## src/rtl/note_box_drawer.sv

```systemverilog
// Rasterises one BOX_W x BOX_H note-slot box into the VGA frame buffer, one pixel per clock.
// Border pixels take the latched border colour, interior pixels the latched fill colour.
module note_box_drawer #(
  parameter int BOX_W = 36,
  parameter int BOX_H = 12,
  parameter int SCR_W = 160,
  parameter int SCR_H = 120
) (
  input  logic       clk,
  input  logic       reset,
  input  logic       start,
  input  logic [7:0] x_in,
  input  logic [6:0] y_in,
  input  logic [2:0] colour_in,
  input  logic [2:0] fill_in,
  output logic [7:0] x_out,
  output logic [6:0] y_out,
  output logic [2:0] colour,
  output logic       writeEn,
  output logic       busy,
  output logic       done,
  output logic       overflow
);

  typedef enum logic [1:0] {IDLE, DRAW, DONE} state_t;

  state_t     state_q, state_d;
  logic [7:0] ax_q, ax_d;
  logic [6:0] ay_q, ay_d;
  logic [2:0] ac_q, ac_d;
  logic [2:0] af_q, af_d;
  logic [7:0] px_q, px_d;
  logic [6:0] py_q, py_d;
  logic [2:0] pc_q, pc_d;
  logic [2:0] pf_q, pf_d;
  logic       pv_q, pv_d;
  logic [7:0] cx_q, cx_d;
  logic [6:0] cy_q, cy_d;
  logic       ovf_q, ovf_d;

  logic       last_col, last_row;
  logic [8:0] xsum;
  logic [7:0] ysum;

  assign last_col = (cx_q == 8'(BOX_W - 1));
  assign last_row = (cy_q == 7'(BOX_H - 1));

  always_comb begin
    state_d = state_q;
    ax_d    = ax_q;
    ay_d    = ay_q;
    ac_d    = ac_q;
    af_d    = af_q;
    px_d    = px_q;
    py_d    = py_q;
    pc_d    = pc_q;
    pf_d    = pf_q;
    pv_d    = pv_q;
    cx_d    = cx_q;
    cy_d    = cy_q;
    ovf_d   = 1'b0;
    case (state_q)
      IDLE: begin
        if (start) begin
          ax_d    = x_in;
          ay_d    = y_in;
          ac_d    = colour_in;
          af_d    = fill_in;
          cx_d    = '0;
          cy_d    = '0;
          state_d = DRAW;
        end
      end
      DRAW: begin
        if (start) begin
          if (!pv_q) begin
            px_d = x_in;
            py_d = y_in;
            pc_d = colour_in;
            pf_d = fill_in;
            pv_d = 1'b1;
          end else begin
            ovf_d = 1'b1;
          end
        end
        // cx/cy stay on the last pixel so x_out/y_out/colour hold through DONE/IDLE
        if (last_col && last_row) begin
          state_d = DONE;
        end else if (last_col) begin
          cx_d = '0;
          cy_d = cy_q + 7'd1;
        end else begin
          cx_d = cx_q + 8'd1;
        end
      end
      DONE: begin
        if (pv_q) begin
          ax_d    = px_q;
          ay_d    = py_q;
          ac_d    = pc_q;
          af_d    = pf_q;
          cx_d    = '0;
          cy_d    = '0;
          pv_d    = 1'b0;
          state_d = DRAW;
          if (start) begin
            px_d = x_in;
            py_d = y_in;
            pc_d = colour_in;
            pf_d = fill_in;
            pv_d = 1'b1;
          end
        end else if (start) begin
          ax_d    = x_in;
          ay_d    = y_in;
          ac_d    = colour_in;
          af_d    = fill_in;
          cx_d    = '0;
          cy_d    = '0;
          state_d = DRAW;
        end else begin
          state_d = IDLE;
        end
      end
      default: state_d = IDLE;
    endcase
  end

  always_ff @(posedge clk) begin
    if (reset) begin
      state_q <= IDLE;
      ax_q    <= '0;
      ay_q    <= '0;
      ac_q    <= '0;
      af_q    <= '0;
      px_q    <= '0;
      py_q    <= '0;
      pc_q    <= '0;
      pf_q    <= '0;
      pv_q    <= 1'b0;
      cx_q    <= '0;
      cy_q    <= '0;
      ovf_q   <= 1'b0;
    end else begin
      state_q <= state_d;
      ax_q    <= ax_d;
      ay_q    <= ay_d;
      ac_q    <= ac_d;
      af_q    <= af_d;
      px_q    <= px_d;
      py_q    <= py_d;
      pc_q    <= pc_d;
      pf_q    <= pf_d;
      pv_q    <= pv_d;
      cx_q    <= cx_d;
      cy_q    <= cy_d;
      ovf_q   <= ovf_d;
    end
  end

  // Clipping uses the unwrapped sums; the visible coordinates are their low bits.
  assign xsum     = {1'b0, ax_q} + {1'b0, cx_q};
  assign ysum     = {1'b0, ay_q} + {1'b0, cy_q};
  assign x_out    = xsum[7:0];
  assign y_out    = ysum[6:0];
  assign colour   = (cx_q == '0 || last_col || cy_q == '0 || last_row) ? ac_q : af_q;
  assign writeEn  = (state_q == DRAW) && (xsum < 9'(SCR_W)) && (ysum < 8'(SCR_H));
  assign busy     = (state_q != IDLE);
  assign done     = (state_q == DONE);
  assign overflow = ovf_q;

endmodule

```

## config.mk

```make
export PLATFORM = sky130hd
export DESIGN_NAME = note_box_drawer
export DESIGN_NICKNAME = d
export VERILOG_FILES = /design/src/rtl/note_box_drawer.sv
export SDC_FILE = /design/constraint.sdc
export NUM_CORES = 1
export LEC_CHECK = 0
export ABC_AREA = 1
export ABC_CLOCK_PERIOD_IN_PS = 2450
export CORE_ASPECT_RATIO = 1.1
export CORE_MARGIN = 5
export CORE_UTILIZATION = 26
export DETAILED_ROUTE_END_ITERATION = 8
export PLACE_DENSITY = 0.41
export RECOVER_POWER = 25
export SKIP_LAST_GASP = 1
export SLEW_MARGIN = 15
export SYNTH_ARGS = -nofsm -noshare
export SYNTH_HDL_FRONTEND = slang
export SYNTH_SLANG_ARGS = --single-unit
```

## constraint.sdc

```tcl
create_clock -name clk -period 2.45 [get_ports clk]
set_input_delay 0.49 -clock clk [delete_from_list [all_inputs] [get_ports clk]]
set_output_delay 0.49 -clock clk [all_outputs]
set_load 0.05 [all_outputs]
```

==> results of run 1 <==
[sequential cells by signal, summed over array words and instances (netlist names)]
name / flops
py_q: 7
pf_q: 3
ay_q: 7
pv_q: 1
af_q: 3
ax_q: 8
ac_q: 3
cx_q: 8
px_q: 8
overflow: 1
pc_q: 3
cy_q: 7
state_q: 2
[layout by cell type, fill, tap and decap left out, types with 5 or more instances in the layout]
cell type,netlist,layout
a21oi_2,0,5
ha_4,0,6
nand3_2,5,6
dfxtp_1,61,48
dfxtp_2,0,10
inv_2,5,7
a21oi_1,43,38
buf_4,2,22
ha_1,23,14
nand2_1,121,115
buf_12,0,18
inv_1,80,78
o21ai_0,59,58
a31oi_1,21,20
o21ai_1,26,24
nand4_1,11,11
nor2_1,23,22
clkdlybuf4s50_1,0,25
nand3_1,26,24
clkbuf_16,0,9
nand3b_1,5,5
[worst reg2reg max path: cells and delay by family (launching register included)]
kind / cells / cell delay, ns
fa+ha+maj: 1 / 0.18
buf+inv: 3 / 1.04
compound gates: 4 / 0.59
flops: 1 / 0.34
[Yosys cell counts]
cell	instances
o31ai_1	2
o211ai_1	3
nor2_4	2
o21bai_1	1
inv_2	5
nor3_1	4
o21ai_2	1
nor2_2	1
nand4_1	11
a21boi_0	1
a31oi_1	21
a22oi_1	2
nand3b_1	5
o21ai_0	59
o21ai_1	26
buf_2	9
dfxtp_1	61
nand2_1	121
nand3_2	5
inv_1	80
or2_2	1
a21oi_1	43
xor2_1	3
xnor2_1	2
nor2_1	23
fa_1	2
nand3_1	26
buf_4	2
o211ai_2	1
clkbuf_1	13
or2_0	1
ha_1	23
buf_1	2
[per-stage QoR]
stage / area, sq um / TNS [ns]
after floorplan: 3780 / -0.885
after global placement: 4700 / 0
after detailed placement: 4700 / 0
after CTS: 5160 / -0.405
after global routing: 5350 / -0.507
final: 5350 / -0.0889
[cells by family (layout without fill, tap and decap cells)]
kind of cell,after synthesis,after routing,share of synthesized area (%)
and+or+nand+nor,200,200,23.5
xor gates and xnor gates,5,5,1.16
AOI/OAI and AO/OA,160,160,22.8
adders and majority gates,25,25,8.68
buffers and inverters,111,176,11.5
DFF,61,61,32.3
[per-layer routing]
layer  vias to the layer above  track usage (%)  routed length (um)
met1                      1799             17.4                5420
li1                       1995                -                   -
met4                         0             6.33                 269
met5                         -                0                   0
met3                        16             3.26                 430
met2                        51             23.1                5450
[area by class of cell]
type	instances	area, sq um	share of cell area [%]
Timing Repair Buffer	75	882	16.5
Clock inverter	5	108	2.01
Multi-Input combinational cell	390	2310	43.2
Clock buffer	11	243	4.54
Inverter	85	319	5.96
Sequential cell	61	1240	23.3
Tap cell	192	240	4.49
[power groups by stage]
stage | clock network [W] | registers (W) | logic [W]
2_1_floorplan | 0 | 0.00135 | 0.00141
3_3_place_gp | 0 | 0.00139 | 0.00227
3_5_place_dp | 0 | 0.00139 | 0.00227
4_1_cts | 0.00156 | 0.00138 | 0.00232
5_1_grt | 0.00160 | 0.00143 | 0.00255
6_report | 0.00151 | 0.00140 | 0.00234
[what timing repair did]
item / 4_1_cts / 5_1_grt
pin swaps: 13 / 13
gates resized for setup: 30 / 39
setup endpoints to repair: 9 / 9
buffers inserted: 4 / 8
[path summary, 6_finish.rpt]
kind	cells past startpoint	slack (ns)	startpoint	end
worst max-delay path	10	-0.09	cx_q[0]	writeEn
worst min-delay path	2	0.44	pf_q[2]	pf_q[2]
worst max register to register	8	0.22	state_q[1]	pf_q[0]
worst min register to register	2	0.44	pf_q[2]	pf_q[2]
==> results.cfg, run 1 <==
[clocking]
cts_buffers = 9
ctsRootBufferMaster = clkbuf_16
clock_latency_ns = 0.34
ctsHoldBuffers = 0
clock-sinks = 61
tritoncts = built
htreeDepth = 3
clk_pin_slew_ns = 0.06
clock_path_buffers = 2

[logic_synthesis]
syn_area_sq_um = 3780
syn_nets = 611
yosys.area.top_type_share_pct = 32.3
ys_seq_area_share_pct = 32.3
yosys-top-cells-area = dfxtp_1 32%, nand2_1 12%, inv_1 7.9%
synth_cells = 562
avgSynthCellArea_sq_um = 6.72
yosysTopAreaCell = dfxtp_1
yosys.cell_types.count = 33
yosysWarnings = 0
ys_seq_elements = 61

[worst_setup_path]
path_buf_inv = 1
worst_path_dominant_cell_family = adder cells
slowest_stage = fa_2
cp-start-kind = flip-flop
worstPathArrival_ns = 2.05
critPathCaptureType = output port
critPathMaxStageDelay_ns = 0.37
critical_path_class = flip-flop to output port
crit_fanout = 4
cp_data_required_time_ns = 1.96
crit_chain = ha_4 > fa_2 > nand2_2 > nand3_1 > nand2_1 > nand2_1 > a21oi_2 > nand2_2 > nor2_4 > buf_12

[run_status]
violations = negative setup slack
outcome = finished with violations

[timing]
hold_viol_final = 0
rsz0062_at_grt = true
finClkSkew_ns = 0.00279
worstMarginPinSlew_ns = 0.744
post-route-period-util_pct = 104
min_period_ns = 2.54
fmax_mhz = 394
max-slew-margin-rel_pct = 50.3
maxSlewViolCount = 0
holdWs_ns = 0.442
final-setup-viol-count = 1
setup_ws_ns = -0.0889

[final_layout]
layoutNonFillerInstCount = 819
syn_to_final_growth_pct = 41.6
antenna-diode-count = 0
drive_gt1_share_pct = 19.1
nets = 671
fillerInstances = 1526
fin_util_pct = 37.3

[pwr]
clockPowerShare_pct = 28.9
seqPwrFrac_pct = 26.6
power_switching_w = 0.00210
p_leak_nw = 2.21
p_comb_share_pct = 44.5
swShare_pct = 39.9
internal-power_w = 0.00315
power_density_nw_per_um2 = 981
total_power_w = 0.00525
ir_drop_v = 0.000376

[die]
num_rows = 46
num_io_pins = 46
dieWidth_um = 125
dieArea_sq_um = 17000
start_util_pct = 26.4
core_sq_um = 14300
die_y_um = 136

[placement]
io_buffers = 45
dp_hpwl_um = 8000
place_inst = 792
gp_congestion = 0.868
dp_slack_ns = 0.106

[global_routing]
grt_pass1_vias = 3709
grt-ovfl-total = 0
grt_usage_pct = 14.0
grt_max_degree = 51
grt_first_pass_wirelength_um = 18900
antenna_found_initial = 0

[routing]
via_per_inst = 4.71
drtIter0Drc = 137
num_vias = 3861
drt_pre_antenna_iters = 5
detail-route-antenna-nets = 0
drc = 0
wirelength_um = 11600
wl_per_cell_um = 14.1

[run]
cap_violations = 0

[min_path]
hp-class = flip-flop to flip-flop
Note: power is estimated with default switching activity, not from simulation.
==> inputs of run 2 (changes only) <==
--- a/config.mk
+++ b/config.mk
@@ -13,6 +13,7 @@
 export DETAILED_ROUTE_END_ITERATION = 8
 export PLACE_DENSITY = 0.41
 export RECOVER_POWER = 25
+export SKIP_CTS_REPAIR_TIMING = 1
 export SKIP_LAST_GASP = 1
 export SLEW_MARGIN = 15
 export SYNTH_ARGS = -nofsm -noshare
==> results.cfg, run 2 (synthesis gave the netlist of run 1 again) <==
[clocking]
clock_latency_ns = 0.34
cts_buffers = 9
clock_path_buffers = 2
ctsRootBufferMaster = clkbuf_16
clk_pin_slew_ns = 0.06
tritoncts = built
clock-sinks = 61
htreeDepth = 3

[timing]
fmax_mhz = 389
post-route-period-util_pct = 105
finClkSkew_ns = 0.00353
rsz0062_at_grt = true
final-setup-viol-count = 1
min_period_ns = 2.57
max-slew-margin-rel_pct = 50.3
maxSlewViolCount = 0
worstMarginPinSlew_ns = 0.745
hold_viol_final = 0
setup_ws_ns = -0.118

[final_layout]
mostFrequentLayoutCells = 117 x nand2_1, 79 x inv_1, 58 x o21ai_0
syn_to_final_growth_pct = 38.4
drive_gt1_share_pct = 16.7
layoutNonFillerInstCount = 814
reg.largest.list = ax_q x8, cx_q x8, px_q x8
layout_commonest_cell = nand2_1
final_area_sq_um = 5230
antenna-diode-count = 0
nets = 666

[global_routing]
grt_use_met2_pct = 22.6
grt_first_pass_wirelength_um = 18700
top_usage_layer = met2
global_route.usage.met3_pct = 3.26
grt-ovfl-total = 0
grt_max_degree = 51
use_met1_pct = 17.4
grt_pass1_vias = 3686
grt_usage_pct = 13.9
antenna_found_initial = 0

[die]
dieArea_sq_um = 17000
core_sq_um = 14300
dieWidth_um = 125
die_y_um = 136
start_util_pct = 26.4
num_rows = 46
num_io_pins = 46

[pwr]
p_comb_share_pct = 44.2
seqPwrFrac_pct = 26.7
internal-power_w = 0.00311
clockPowerShare_pct = 29.2
p_leak_nw = 2.17
ir_drop_v = 0.000380
power_switching_w = 0.00207
swShare_pct = 40.0
power_density_nw_per_um2 = 992

[placement]
gp_congestion = 0.868
io_buffers = 45
dp_hpwl_um = 8000
place_inst = 792
placed_area_sq_um = 4700

[routing]
wirelength_um = 11500
via_per_inst = 4.70
num_vias = 3822
drc = 0
wl_per_cell_um = 14.1
drt_pre_antenna_iters = 4
detail-route-antenna-nets = 0
drtIter0Drc = 161

[worst_setup_path]
crit_chain = ha_2 > fa_2 > nand2_1 > nand3_1 > nand2_1 > nand2_1 > a21oi_1 > nand2_2 > nor2_4 > buf_12
slowest_stage = fa_2
critPathCaptureType = output port
worstPathArrival_ns = 2.08
worst_path_dominant_cell_family = adder cells
cp-start-kind = flip-flop
cp_data_required_time_ns = 1.96
r2r_setup_slack_ns = 0.22
critical_path_class = flip-flop to output port
r2r_start = state_q[1]
reg2reg_depth = 8
crit_top_cell = nand2_1
path_buf_inv = 1
crit_fanout = 3
worstReg2RegEnd = pf_q[0]
critPathMaxStageDelay_ns = 0.37

[run_status]
outcome = finished with violations
violations = negative setup slack

[min_path]
holdPathEnd = py_q[5]
hold_start = py_q[5]
hold_depth = 2
hp-class = flip-flop to flip-flop

[run]
cap_violations = 0
-- run 2: final cells by class --
cell class / instances / area, sq um
flip-flops and latches: 61 / 1240
fillers: 1533 / 9100
repair buffers: 70 / 832
multi-input cells: 390 / 2250
clock buffers: 11 / 243
inverters: 85 / 319
well taps: 192 / 240
clock inverters: 5 / 108
-- run 2: worst max path at each step --
stage / from / endpoint / slack, ns / depth (start not counted)
after floorplan: cy_q[1] / colour[0] / -0.23 / 6
after global placement: cy_q[0] / colour[1] / 0.09 / 8
after detailed placement: cy_q[0] / writeEn / 0.11 / 12
after CTS: cy_q[0] / colour[1] / -0.29 / 8
after global routing: ax_q[0] / writeEn / -0.23 / 10
final: ax_q[0] / writeEn / -0.12 / 10
-- run 2: worst reg2reg max path, cell delays in order (launching register included) --
cell	delay [ns]
dfxtp_1	0.34
inv_1	0.09
ha_1	0.18
clkbuf_1	0.46
o21ai_0	0.20
o211ai_1	0.15
clkbuf_4	0.49
o21ai_0	0.14
a21oi_1	0.12
-- run 2: power by group through the flow --
stage	clock, W	sequential (W)	combinational (W)
6_report	0.00151	0.00138	0.00229
5_1_grt	0.00160	0.00141	0.00251
4_1_cts	0.00156	0.00137	0.00228
3_5_place_dp	0	0.00139	0.00227
3_3_place_gp	0	0.00139	0.00227
2_1_floorplan	0	0.00135	0.00141
-- run 2: layer usage --
metal  routed length [um]  up-vias
li1                     -     1981
met1                 5430     1754
met2                 5380       70
met3                  401       17
met4                  267        0
met5                    0        -
-- run 2: metrics by stage --
step / setup slack, ns / TNS (ns) / utilization, % / power (W) / hold slack, ns
6_report: -0.118 / -0.118 / 36.5 / 0.00519 / 0.441
5_1_grt: -0.230 / -0.506 / 36.5 / 0.00552 / 0.457
4_1_cts: -0.288 / -1.23 / 35.3 / 0.00521 / 0.444
3_5_place_dp: 0.106 / 0 / 32.8 / 0.00366 / 0.435
3_3_place_gp: 0.0880 / 0 / 32.8 / 0.00366 / 0.432
2_1_floorplan: -0.234 / -0.885 / - / 0.00277 / 0.424
